--- config.mk ---
export PLATFORM = sky130hd
export DESIGN_NAME = parity_run_detector_flat
export DESIGN_NICKNAME = d
export VERILOG_FILES = /design/src/rtl/parity_run_pkg.sv /design/src/rtl/parity_run_detector_if.sv /design/src/rtl/sat_counter.sv /design/src/rtl/parity_run_detector.sv /design/src/flat_wrapper.sv
export SDC_FILE = /design/constraint.sdc
export NUM_CORES = 1
export LEC_CHECK = 0
export CAP_MARGIN = 15
export CELL_PAD_IN_SITES_DETAIL_PLACEMENT = 0
export CELL_PAD_IN_SITES_GLOBAL_PLACEMENT = 1
export CORE_UTILIZATION = 37
export DETAILED_ROUTE_END_ITERATION = 12
export DONT_BUFFER_PORTS = 1
export GPL_ROUTABILITY_DRIVEN = 0
export PLACE_DENSITY = 0.71
export SYNTH_ARGS = -nofsm -noshare
export SYNTH_HDL_FRONTEND = slang
export SYNTH_SLANG_ARGS = --single-unit
--- constraint.sdc ---
create_clock -name clk -period 1.3 [get_ports clk]
set_input_delay 0.195 -clock clk [delete_from_list [all_inputs] [get_ports clk]]
set_output_delay 0.195 -clock clk [all_outputs]
set_load 0.02 [all_outputs]
--- src/rtl/parity_run_pkg.sv ---
// Shared encodings and width helper for the parity run detector.
package parity_run_pkg;

  localparam logic [1:0] ST_SEARCH = 2'd0;
  localparam logic [1:0] ST_HIT    = 2'd1;
  localparam logic [1:0] ST_HOLD   = 2'd2;

  typedef enum logic [1:0] {
    SEARCH = ST_SEARCH,
    HIT    = ST_HIT,
    HOLD   = ST_HOLD
  } state_e;

  // Bits needed to hold 0..max_val, never less than one.
  function automatic int cnt_width(input int max_val);
    int w;
    w = $clog2(max_val + 1);
    return (w < 1) ? 1 : w;
  endfunction

endpackage

--- src/rtl/parity_run_detector_if.sv ---
// Sample/result bundle of the parity run detector, plus the FSM state for observation.
interface parity_run_detector_if #(
  parameter int WIDTH = 2,
  parameter int CNT_W = 8
) ();

  // Samples are presented every cycle; in_valid qualifies x_in (no backpressure, no ready).
  logic [WIDTH-1:0] x_in;
  logic             in_valid;
  logic             match_sel;
  logic             cnt_clr;
  logic             y_out;
  logic             busy;
  logic [CNT_W-1:0] hit_cnt;
  logic [1:0]       state_dbg;

  modport master (
    output x_in, in_valid, match_sel, cnt_clr,
    input  y_out, busy, hit_cnt, state_dbg
  );

  modport slave (
    input  x_in, in_valid, match_sel, cnt_clr,
    output y_out, busy, hit_cnt, state_dbg
  );

endinterface

--- src/rtl/sat_counter.sv ---
// Saturating up-counter with synchronous clear that takes priority over increment.
module sat_counter #(
  parameter int CNT_W = 8
) (
  input  logic             clk,
  input  logic             rst,
  input  logic             inc,
  input  logic             clr,
  output logic [CNT_W-1:0] q
);

  always_ff @(posedge clk) begin
    if (rst || clr) begin
      q <= '0;
    end else if (inc && (q != {CNT_W{1'b1}})) begin
      q <= q + 1'b1;
    end
  end

endmodule

--- src/rtl/parity_run_detector.sv ---
// Pulses y_out one cycle after RUN_LEN consecutive valid samples of the selected
// parity, then ignores input for HOLDOFF cycles; counts hits with saturation.
module parity_run_detector
  import parity_run_pkg::*;
#(
  parameter int WIDTH   = 2,
  parameter int RUN_LEN = 1,
  parameter int HOLDOFF = 1,
  parameter int CNT_W   = 8
) (
  input  logic                 clk,
  input  logic                 rst,
  parity_run_detector_if.slave bus
);

  localparam int RUN_W  = cnt_width(RUN_LEN);
  localparam int HOLD_W = cnt_width(HOLDOFF);
  localparam logic [RUN_W-1:0]  RUN_LAST  = RUN_W'(RUN_LEN - 1);
  localparam logic [HOLD_W-1:0] HOLD_INIT = HOLD_W'((HOLDOFF >= 2) ? (HOLDOFF - 1) : 1);

  state_e            state_q, state_d;
  logic [RUN_W-1:0]  run_q, run_d;
  logic [HOLD_W-1:0] hold_q, hold_d;
  logic [WIDTH-1:0]  sample;
  logic              match;
  logic              hit_inc;

  assign sample = bus.x_in;
  assign match  = bus.in_valid & ((^sample) == bus.match_sel);

  always_comb begin
    state_d = state_q;
    run_d   = run_q;
    hold_d  = hold_q;
    hit_inc = 1'b0;
    case (state_q)
      SEARCH: begin
        if (match) begin
          if (run_q == RUN_LAST) begin
            state_d = HIT;
            run_d   = '0;
            hit_inc = 1'b1;
          end else begin
            run_d = run_q + 1'b1;
          end
        end else if (bus.in_valid) begin
          run_d = '0;
        end
      end
      HIT: begin
        run_d = '0;
        if (HOLDOFF == 0) begin
          // Without holdoff the hit-cycle sample starts a fresh run immediately.
          state_d = SEARCH;
          if (match) begin
            if (RUN_LEN == 1) begin
              state_d = HIT;
              hit_inc = 1'b1;
            end else begin
              run_d = RUN_W'(1);
            end
          end
        end else if (HOLDOFF == 1) begin
          state_d = SEARCH;
        end else begin
          state_d = HOLD;
          hold_d  = HOLD_INIT;
        end
      end
      HOLD: begin
        if (hold_q == HOLD_W'(1)) begin
          state_d = SEARCH;
          run_d   = '0;
          hold_d  = '0;
        end else begin
          hold_d = hold_q - 1'b1;
        end
      end
      default: begin
        state_d = SEARCH;
        run_d   = '0;
        hold_d  = '0;
      end
    endcase
  end

  always_ff @(posedge clk) begin
    if (rst) begin
      state_q <= SEARCH;
      run_q   <= '0;
      hold_q  <= '0;
    end else begin
      state_q <= state_d;
      run_q   <= run_d;
      hold_q  <= hold_d;
    end
  end

  sat_counter #(.CNT_W(CNT_W)) u_hit_cnt (
    .clk (clk),
    .rst (rst),
    .inc (hit_inc),
    .clr (bus.cnt_clr),
    .q   (bus.hit_cnt)
  );

  assign bus.y_out     = (state_q == HIT);
  assign bus.busy      = (state_q != SEARCH);
  assign bus.state_dbg = state_q;

endmodule

--- src/flat_wrapper.sv ---
// flat-port wrapper written by rule: the top's interface ports become plain ports
module parity_run_detector_flat import parity_run_pkg::*;
#(
  parameter int WIDTH   = 2,
  parameter int RUN_LEN = 1,
  parameter int HOLDOFF = 1,
  parameter int CNT_W   = 8
)
  (clk, rst, bus_x_in, bus_in_valid, bus_match_sel, bus_cnt_clr, bus_y_out, bus_busy, bus_hit_cnt, bus_state_dbg);
  parity_run_detector_if #(.WIDTH(WIDTH), .CNT_W(CNT_W)) bus_i ();
  input  logic clk;
  input  logic rst;
  input wire logic [$bits(bus_i.x_in)-1:0] bus_x_in;
  input wire logic [$bits(bus_i.in_valid)-1:0] bus_in_valid;
  input wire logic [$bits(bus_i.match_sel)-1:0] bus_match_sel;
  input wire logic [$bits(bus_i.cnt_clr)-1:0] bus_cnt_clr;
  output wire logic [$bits(bus_i.y_out)-1:0] bus_y_out;
  output wire logic [$bits(bus_i.busy)-1:0] bus_busy;
  output wire logic [$bits(bus_i.hit_cnt)-1:0] bus_hit_cnt;
  output wire logic [$bits(bus_i.state_dbg)-1:0] bus_state_dbg;
  assign bus_i.x_in = bus_x_in;
  assign bus_i.in_valid = bus_in_valid;
  assign bus_i.match_sel = bus_match_sel;
  assign bus_i.cnt_clr = bus_cnt_clr;
  assign bus_y_out = bus_i.y_out;
  assign bus_busy = bus_i.busy;
  assign bus_hit_cnt = bus_i.hit_cnt;
  assign bus_state_dbg = bus_i.state_dbg;
  parity_run_detector #(.WIDTH(WIDTH), .RUN_LEN(RUN_LEN), .HOLDOFF(HOLDOFF), .CNT_W(CNT_W)) u_core (.clk(clk), .rst(rst), .bus(bus_i));
endmodule
**Yosys cells after proc, flatten, opt, wreduce, memory -nomap -nowiden**

Cells that the tools add are included.

- Register bits after elaboration: 12
- Output and inout port bits: 12

- Reduce and logical (&&, ||, !) cells: 8
- Equal/unequal tests: 8
- Bitwise logic cells: 1
- Multiplexer cells: 14
- Add/subtract/negate cells: 3

Operator list:

| kind | number |
|---|---|
| 8-bit by 1-bit adder with 8-bit output, second input constant | 1 |
| 1-bit 2-to-1 mux | 8 |
| 8-bit inequality test, second input constant | 1 |
| 2-bit 2-to-1 mux | 3 |
| 2-bit by 1-bit inequality test with 1-bit output, second input constant | 2 |
| 1-bit case mux with 2 select lines | 2 |
| 2-bit case mux with 2 select lines | 1 |
| 3-bit by 2-bit inequality test with 1-bit output, second input constant | 1 |
| 3-bit AND reduction | 1 |
| 2-bit by 1-bit == test with 1-bit output, second input constant | 1 |
| 2-bit == test, second input constant | 1 |
| 2-bit logical NOT | 1 |
| 2-bit inequality test, second input constant | 1 |
| 2-bit AND reduction | 1 |
| 2-bit nonzero test | 1 |
| 2-bit OR reduction | 1 |
| 2-bit XOR reduction | 1 |
| 1-bit adder, second input constant | 1 |
| 1-bit bitwise AND | 1 |
| 1-bit == test | 1 |
| 1-bit logical AND | 1 |
| 1-bit logical OR | 1 |
| 1-bit subtractor, second input constant | 1 |

**Longest topological paths before layout**

- Depth after elaboration: 6
- Mapped depth: 5

**Modules after synthesis**

Synthesis repeated with hierarchy kept, for this count alone.

- Cell total of the unflattened synthesis: 57
- Area total of the unflattened synthesis: 511.7 um^2

Modules (own cells, without submodules):

| module | cells an instance | times used | area each (um^2) |
|---|---|---|---|
| sat_counter | 48 | 1 | 421.7 |
| parity_run_detector | 9 | 1 | 90.1 |

**Worst setup path before layout**

OpenSTA, ideal clock, no wires.

- Path kind: register -> register
- From: register u_core.u_hit_cnt.q[0]
- To: register u_core.u_hit_cnt.q[5]
- Required time: 1.230 ns
- Path buffers: 0
- Slack: -0.129 ns
- Arrival time: 1.359 ns
- Cell stages (with the launch flop): 6
- Cells stage by stage: dfxtp_1 -> ha_1 -> nand3_1 -> o211ai_4 -> or3_1 -> a21oi_1

- Word-level cells in the longest chain between the ends: 2
- Elaborated cells between the ends (all ways): 3
- Those cells by class: add/sub (1); eq/ne (1); reduce/logical (1)

Ends and longest elaborated chain:

| element | RTL line | RTL |
|---|---|---|
| from (decl) | sat_counter.sv:9 | `output logic [CNT_W-1:0] q` |
| from (signal assigned) | sat_counter.sv:16 | `q <= q + 1'b1;` |
| branches (longest 2 deep; another with 8-bit by 1-bit adder with 8-bit output) | -- |  |

Several ways; the timed one is not identified.
A chain may end at the register's enable or synchronous reset.

**Worst setup path after layout**

Ends and elaborated chain as after synthesis.

==> flow_summary.toml <==
[sta]
clock_skew_ns = 0.00257
rsz0062_at_grt = "true"
hold_slack_ns = 0.122
fin_crit_ns = 1.28
setup_tns_ns = 0
setup_ws_ns = 0.0236
final.period_utilization_pct = 98.2
report.final.slew_viol_count = 0
max_freq_mhz = 783
setup_violations = 0
hold_viol = 0

[global_route]
grt_pass1_wl_microns = 1900
grt.overflow.total = 0
grt_util_all_layers_pct = 19.3
grt_pass1_vias = 419
grt_max_degree = 8
antenna_found_initial = 0

[layout]
finish.instance_area_sq_um = 644
syn_to_final_growth_pct = 30.4
diodes = 0
final_core_util_pct = 55.0
final_nets = 76
drive_gt1_share_pct = 40.3
stdcell_count = 81

[synthesis]
yosys_register_bits = 9
synthAdderAreaFrac_pct = 2.53
async_flop_share_pct = 0
synth.area.top_cells = "dfxtp_1 (36%), xnor3_2 (4.8%), buf_4 (4.6%)"
synth_top_flop_cell = "dfxtp_1"
syn_area_per_cell_sq_um = 8.99
synth_warnings = 0
synthCells = 55
synth-edff-count = 0
yosysTopAreaCellShare_pct = 36.5
syn_area_sq_um = 494
ys_types = 26
synth_top_family_by_area = "simple AND/OR/NAND/NOR gates"
synth_mux_area_share_pct = 2.03
synth-compound-area-share_pct = 16.5
ys_seq_area_share_pct = 36.5
synth_fp_nets = 63
synth_top_area_cell = "dfxtp_1"
yosys.area_share.simple_pct = 28.1
synth.most_common_cell = "dfxtp_1"
synth_common_cells = "dfxtp_1 (9), nor2_1 (5), nand2_1 (4)"
yosys.area_share.xor_xnor_pct = 8.35

[power_and_ir_drop]
peakVddDrop_uv = 447
p_total_mw = 0.591
power.density_mw_per_mm2 = 917
p_leak_nw = 0.256

[clock_network]
cts_buffers = 3
cts_tree = "yes"
cts_root_buf = "clkbuf_4"
clk_latency_ns = 0.27
path_clk_slew_ns = 0.06
cts_buffer_depth = 2
clkSinkCount = 9
htree_levels = 1

[min_path]
hold_end = "u_core.u_hit_cnt.q[1]"
worstHoldPathType = "in2reg"
hp-start = "rst"
hold_path_depth = 3

[placed_design]
placed_cell_area_sq_um = 573
preCtsSetupSlack_ns = -0.0183
io_buffers = 0
dp_hpwl_microns = 816
dp_cells = 75

[routing]
drt-initial-drc-count = 12
routed_wl_microns = 1120
via_per_inst = 5.62
drcViolationCount = 0
vias = 455
wire_per_inst_microns = 13.8
antenna_left = 0
firstDrtPassIters = 4

[floorplanning]
core_sq_mm = 0.00117
die_height_microns = 38.5
start_util_pct = 42.2
die_w_microns = 38.5
io_pins = 19
num_rows = 12
dieArea_sq_mm = 0.00149

[setup_path]
worstReg2RegEnd = "u_core.u_hit_cnt.q[5]"
crit_buf_inv = 0
cp_cell_sequence = "ha_4, nand3_4, o211ai_4, or3_1, a21oi_1"
worstSetupPathType = "reg2reg"
cp_data_arrival_time_ns = 1.48
crit_required_ns = 1.50
cp-end-kind = "flip-flop"
crit_family = "simple AND/OR/NAND/NOR gates"
slowest_stage = "dfxtp_4"
reg2reg_depth = 5
r2r_slack_ns = 0.02
start_kind = "flip-flop"
slowest_delay_ns = 0.36
crit-reg2reg-launch = "u_core.u_hit_cnt.q[0]"
worstPathMaxFanout = 6

[status]
run_status = "completed"

[job]
max_cap_violations = 0
## metal layers
| metal | GRT usage [%] | routed length (microns) |
|---|---|---|
| met1 | 24.6 | 467 |
| met2 | 27.9 | 510 |
| met3 | 6.40 | 117 |
| met4 | 11.2 | 23 |
| met5 | 0 | 0 |
## cell type report
| cell class | instances | area [sq um] |
|---|---|---|
| clock buffers | 4 | 26.3 |
| flip-flops and latches | 9 | 189 |
| fillers | 108 | 527 |
| well taps | 14 | 17.5 |
| repair buffers | 12 | 96.3 |
| multi-input cells | 42 | 315 |
## power breakdown
| group | total (mW) | internal [mW] | leakage, nW | switching (mW) |
|---|---|---|---|---|
| registers | 0.283 | 0.279 | 0.0754 | 0.00347 |
| logic | 0.0828 | 0.0362 | 0.165 | 0.0466 |
| clock network | 0.225 | 0.119 | 0.0150 | 0.106 |
## placed cells by master, fill, tap and decap left out, types with 2 or more instances in the layout
| cell type | count |
|---|---|
| buf_4 | 10 |
| nor2_1 | 5 |
| nand2_1 | 4 |
| dfxtp_2 | 4 |
| dfxtp_1 | 4 |
| nand4_1 | 3 |
| o21ai_0 | 3 |
| a21oi_1 | 3 |
| clkbuf_4 | 3 |
| and3_1 | 2 |
| xor2_1 | 2 |
| nand3_1 | 2 |
| or3_1 | 2 |
| a211oi_1 | 2 |
## worst max-delay path by stage
stage	startpoint	endpoint	slack, ns	cells past startpoint
4_1_cts	u_core.u_hit_cnt.q[0]	u_core.u_hit_cnt.q[5]	0.01	5
3_5_place_dp	bus_x_in[1]	u_core.u_hit_cnt.q[5]	-0.02	4
5_1_grt	u_core.u_hit_cnt.q[0]	u_core.u_hit_cnt.q[5]	-0.07	5
6_report	u_core.u_hit_cnt.q[0]	u_core.u_hit_cnt.q[5]	0.02	5
2_1_floorplan	u_core.u_hit_cnt.q[2]	u_core.u_hit_cnt.q[5]	0.006	4
3_3_place_gp	bus_x_in[1]	u_core.u_hit_cnt.q[5]	0.02	4
## registers in the layout, indices dropped and copies added (netlist names)
| name | cells |
|---|---|
| u_core.u_hit_cnt.q | 8 |
| u_core.bus.state_dbg | 1 |
## logic make-up after synthesis
logic type,after synthesis
AND/OR/NAND/NOR,25
AO/OA/AOI/OAI,11
flip-flops,9
buffers and inverters,4
XOR/XNOR,3
adder cells (fa/ha/maj),1
other,1
multiplexers,1
## worst reg2reg max path, delay by kind of cell, from the launching register on
kind | cells | cell delay [ns]
and+or+nand+nor | 2 | 0.45
DFF | 1 | 0.36
AOI/OAI and AO/OA | 2 | 0.23
adders and majority gates | 1 | 0.18
## timing repair
action / in CTS / in global routing
hold endpoints to repair: 1 / 0
resized for setup: 3 / 3
pin swaps: 1 / 0
setup endpoints to repair: 1 / 5
hold buffers: 1 / 0
setup buffers: 0 / 1
Note: power is estimated with default switching activity, not from simulation.
